`src/rtl/seq_detect_pkg.sv`:
```
// Shared constants and helpers for the serial pattern detector family.
package seq_detect_pkg;
  localparam logic OVL_ON  = 1'b1;
  localparam logic OVL_OFF = 1'b0;

  // fill must hold 0..pat_w inclusive
  function automatic int fill_w(input int pat_w);
    return $clog2(pat_w + 1);
  endfunction
endpackage

```
`src/rtl/seq_detect_param_sat_counter.sv`:
```
// Saturating up-counter with a registered all-ones flag and synchronous clear.
module sat_counter #(
  parameter int W = 8
) (
  input  logic         clk,
  input  logic         rst,
  input  logic         clr,
  input  logic         inc,
  output logic [W-1:0] q,
  output logic         sat
);
  always_ff @(posedge clk or posedge rst) begin
    if (rst) begin
      q   <= '0;
      sat <= 1'b0;
    end else if (clr) begin
      q   <= '0;
      sat <= 1'b0;
    end else if (inc && !sat) begin
      q   <= q + 1'b1;
      sat <= (q + 1'b1) == {W{1'b1}};
    end
  end
endmodule

```
`src/rtl/seq_detect_param.sv`:
```
// Parametrised serial pattern detector: history shift register, fill tracking,
// comparator, registered match pulse and saturating match counter.
module seq_detect_param
  import seq_detect_pkg::*;
#(
  parameter int             PAT_W   = 4,
  parameter logic [PAT_W-1:0] PATTERN = 4'b1011,
  parameter int             CNT_W   = 8
) (
  input  logic             clk,
  input  logic             rst,
  input  logic             clr,
  input  logic             en,
  input  logic             in,
  input  logic             overlap,
  output logic             out,
  output logic [CNT_W-1:0] count,
  output logic             sat
);
  localparam int FW = fill_w(PAT_W);
  localparam logic [FW-1:0] FULL = FW'(PAT_W);

  logic [PAT_W-1:0] hist, hist_nxt;
  logic [FW-1:0]    fill, fill_inc;
  logic             match;

  always_comb begin
    hist_nxt = {hist[PAT_W-2:0], in};
    fill_inc = (fill == FULL) ? FULL : fill + 1'b1;
    match    = en && (fill_inc == FULL) && (hist_nxt == PATTERN);
  end

  always_ff @(posedge clk or posedge rst) begin
    if (rst) begin
      hist <= '0;
      fill <= '0;
      out  <= 1'b0;
    end else if (clr) begin
      hist <= '0;
      fill <= '0;
      out  <= 1'b0;
    end else begin
      out <= match;
      if (en) begin
        hist <= hist_nxt;
        // non-overlap: keep the bits but mark them all stale
        fill <= (match && overlap == OVL_OFF) ? '0 : fill_inc;
      end
    end
  end

  sat_counter #(.W(CNT_W)) u_cnt (
    .clk (clk),
    .rst (rst),
    .clr (clr),
    .inc (match),
    .q   (count),
    .sat (sat)
  );
endmodule
```
`config.mk`:
```
export PLATFORM = sky130hd
export DESIGN_NAME = seq_detect_param
export DESIGN_NICKNAME = d
export VERILOG_FILES = /design/src/rtl/seq_detect_pkg.sv /design/src/rtl/seq_detect_param_sat_counter.sv /design/src/rtl/seq_detect_param.sv
export SDC_FILE = /design/constraint.sdc
export NUM_CORES = 1
export LEC_CHECK = 0
export CAP_MARGIN = 20
export CORE_MARGIN = 1
export CORE_UTILIZATION = 43
export CTS_CLUSTER_DIAMETER = 150
export DETAILED_ROUTE_END_ITERATION = 16
export HOLD_SLACK_MARGIN = 0.02
export PLACE_DENSITY = 0.72
export SYNTH_ARGS = -nofsm -noshare
export SYNTH_HDL_FRONTEND = slang
export SYNTH_SLANG_ARGS = --single-unit
```
`constraint.sdc`:
```
create_clock -name clk -period 2.48 [get_ports clk]
set_clock_uncertainty 0.2 [all_clocks]
set_input_delay 0.62 -clock clk [delete_from_list [all_inputs] [get_ports clk]]
set_output_delay 0.62 -clock clk [all_outputs]
set_load 0.005 [all_outputs]
```
==> flow_summary.ini <==
[global_routing]
grt_max_degree = 20
first_global_vias = 813
grt_use_total_pct = 19.2
grt_first_pass_wirelength_um = 3570
antenna_found_initial = 0
grt_remaining_overflow = 0

[timing]
period_needed_ns = 2.33
final-hold-violation-count = 0
rsz0062_at_grt = false
tightest_slew_ns = 0.609
setup_tns_ns = 0
setup_viol = 0
period_share_pct = 93.8
fin_ws_ns = 0.153
fmaxAchievable_mhz = 430
slew_headroom_pct = 59.4
final_max_slew_viol_count = 0

[placement]
port_buffers = 15
dp_hpwl_um = 1500
gp_congestion = 0.780
dpl.cell_count = 141
pre_cts_ws_ns = -0.0784

[yosys]
yosys-top-cells-area = dfrtp_1, ha_1, nor4_4
synth_area_um2 = 975
synth-seq-cells = 16
synthFlopType = dfrtp_1
avgSynthCellArea_um2 = 9.85
ys_async_sr_fraction_pct = 100
synthCells = 99
seq_area_frac_synth_pct = 41.1
synth-edff-count = 0
synth_cell_types = 34
synth_nets = 109
yosysTopAreaCell = dfrtp_1
yosysMostFrequentCell = dfrtp_1
yosys_warnings = 0
synth_commonest_cells = dfrtp_1, a21oi_1, inv_1, nor2_1
synth_top_cell_area_share_pct = 41.1

[setup_path]
start_kind = flop
path_max_fanout = 10
r2r_slack_ns = 0.15
crit_path_end_kind = flop
reg2reg_depth = 6
worstReg2RegEnd = u_cnt.q[5]
worstSetupStartpoint = fill[0]
r2r_start = fill[0]
worstSetupPathType = reg -> reg
crit_path_end = u_cnt.q[5]
cp_data_arrival_time_ns = 2.31
worstPathRequired_ns = 2.46

[final_layout]
antennaDiodeCount = 0
area_growth_pct = 22.1
fin_cells = 144
layout.nets = 129
utilization_pct = 58.3
layout-drive-gt1-share_pct = 14.5

[pwr]
ir_drop_uv = 230
p_leak_nw = 0.494
power_density_nw_per_um2 = 380

[cts]
post_cts_buffers = 0
clk_path_buf_depth = 2
tritoncts = yes
cts.sinks = 16
clockRootBuffer = clkbuf_4
hold_buffers = 0
path_clk_slew_ns = 0.09
cts_made_buffers = 3
post_cts_resized = 0
insertion_delay_ns = 0.29
h-tree-depth = 1

[run]
drv_cap = 0

[floorplanning]
die_x_um = 49.6
core_area_um2 = 2040
rows = 16
initial_core_util_pct = 47.7
dieHeight_um = 49.6
ios = 16
dieArea_um2 = 2460

[detailed_routing]
drc_errors = 0
firstDrtPassIters = 4
drtAntennaViolNets = 0
vias = 828
drt_wl_total_um = 2130
drtIter0Drc = 17
post_drt_wl_per_cell_um = 14.8
viasPerCell = 5.75

[outcome]
status = finished, final reports clean

[worst_hold_path]
min_from = hist[1]
hp-class = reg -> reg
cell type report:
class / instances / area [µm²]
clock buffer: 3 / 22.5
fill: 189 / 852
inverter: 6 / 22.5
multi-input combinational: 71 / 515
sequential: 16 / 400
tap: 27 / 33.8
timing repair buffer: 21 / 195
cells in the final DEF (no fill, tap or decap), types with 3 or more instances in the layout:
cell and n:
buf_4 6, ha_1 4, clkdlybuf4s50_1 15, nor2_1 6, nand3_1 3, clkbuf_4 3
a21oi_1 7, nand4_1 4, inv_1 6, nand2b_1 3, a211oi_1 3, dfrtp_1 16
nor2b_1 3, or4_1 4, nand2_1 4, o31ai_1 4
state kept, by name, summed over array words and instances, names as in the netlist:
signal     flops
u_cnt.q        8
fill           3
hist           3
out            1
u_cnt.sat      1
worst min-delay path by stage:
stage | to | cells after the start
floorplan | hist[2] | 2
global placement | hist[2] | 2
detailed placement | hist[1] | 2
CTS | hist[1] | 2
global route | hist[1] | 2
finish | hist[1] | 2
routing by layer:
metal / vias up / global-route usage (%) / wire, µm
met5: - / 0 / 0
met4: 0 / 11.0 / 61
met3: 10 / 2.78 / 76
met2: 29 / 30.4 / 969
met1: 394 / 24.7 / 1020
li1: 395 / - / -
cells by family after synthesis:
family / share of synthesized area [%]
flops: 41.1
simple gates: 26.4
compound gates: 13.6
fa+ha+maj: 5.13
buf+inv: 6.16
mux: 6.67
xor+xnor: 0.899
critical path: stages (launching register included):
cell and delay [ns]:
dfrtp_1 0.39, inv_1 0.07, ha_1 0.30, nand2b_1 0.17, a211o_2 0.45, nor4_4 0.28, mux2_1 0.34
metrics by stage:
stage                     hold WS (ns)  total power (W)  instance area, µm²
final                            0.355         0.000452                1190
after global routing             0.398         0.000471                1190
after CTS                        0.352         0.000453                1190
after detailed placement         0.331         0.000320                1170
after global placement           0.307         0.000318                1170
after floorplan                  0.286         0.000302                 975
power by group:
| part | switching, W | internal (W) | total [W] |
|---|---|---|---|
| clock | 0.0000806 | 0.0000566 | 0.000137 |
| sequential | 0.00000350 | 0.000265 | 0.000268 |
| combinational | 0.0000255 | 0.0000208 | 0.0000464 |
| total | 0.000110 | 0.000342 | 0.000452 |
Power figures use the tool's default switching activity.
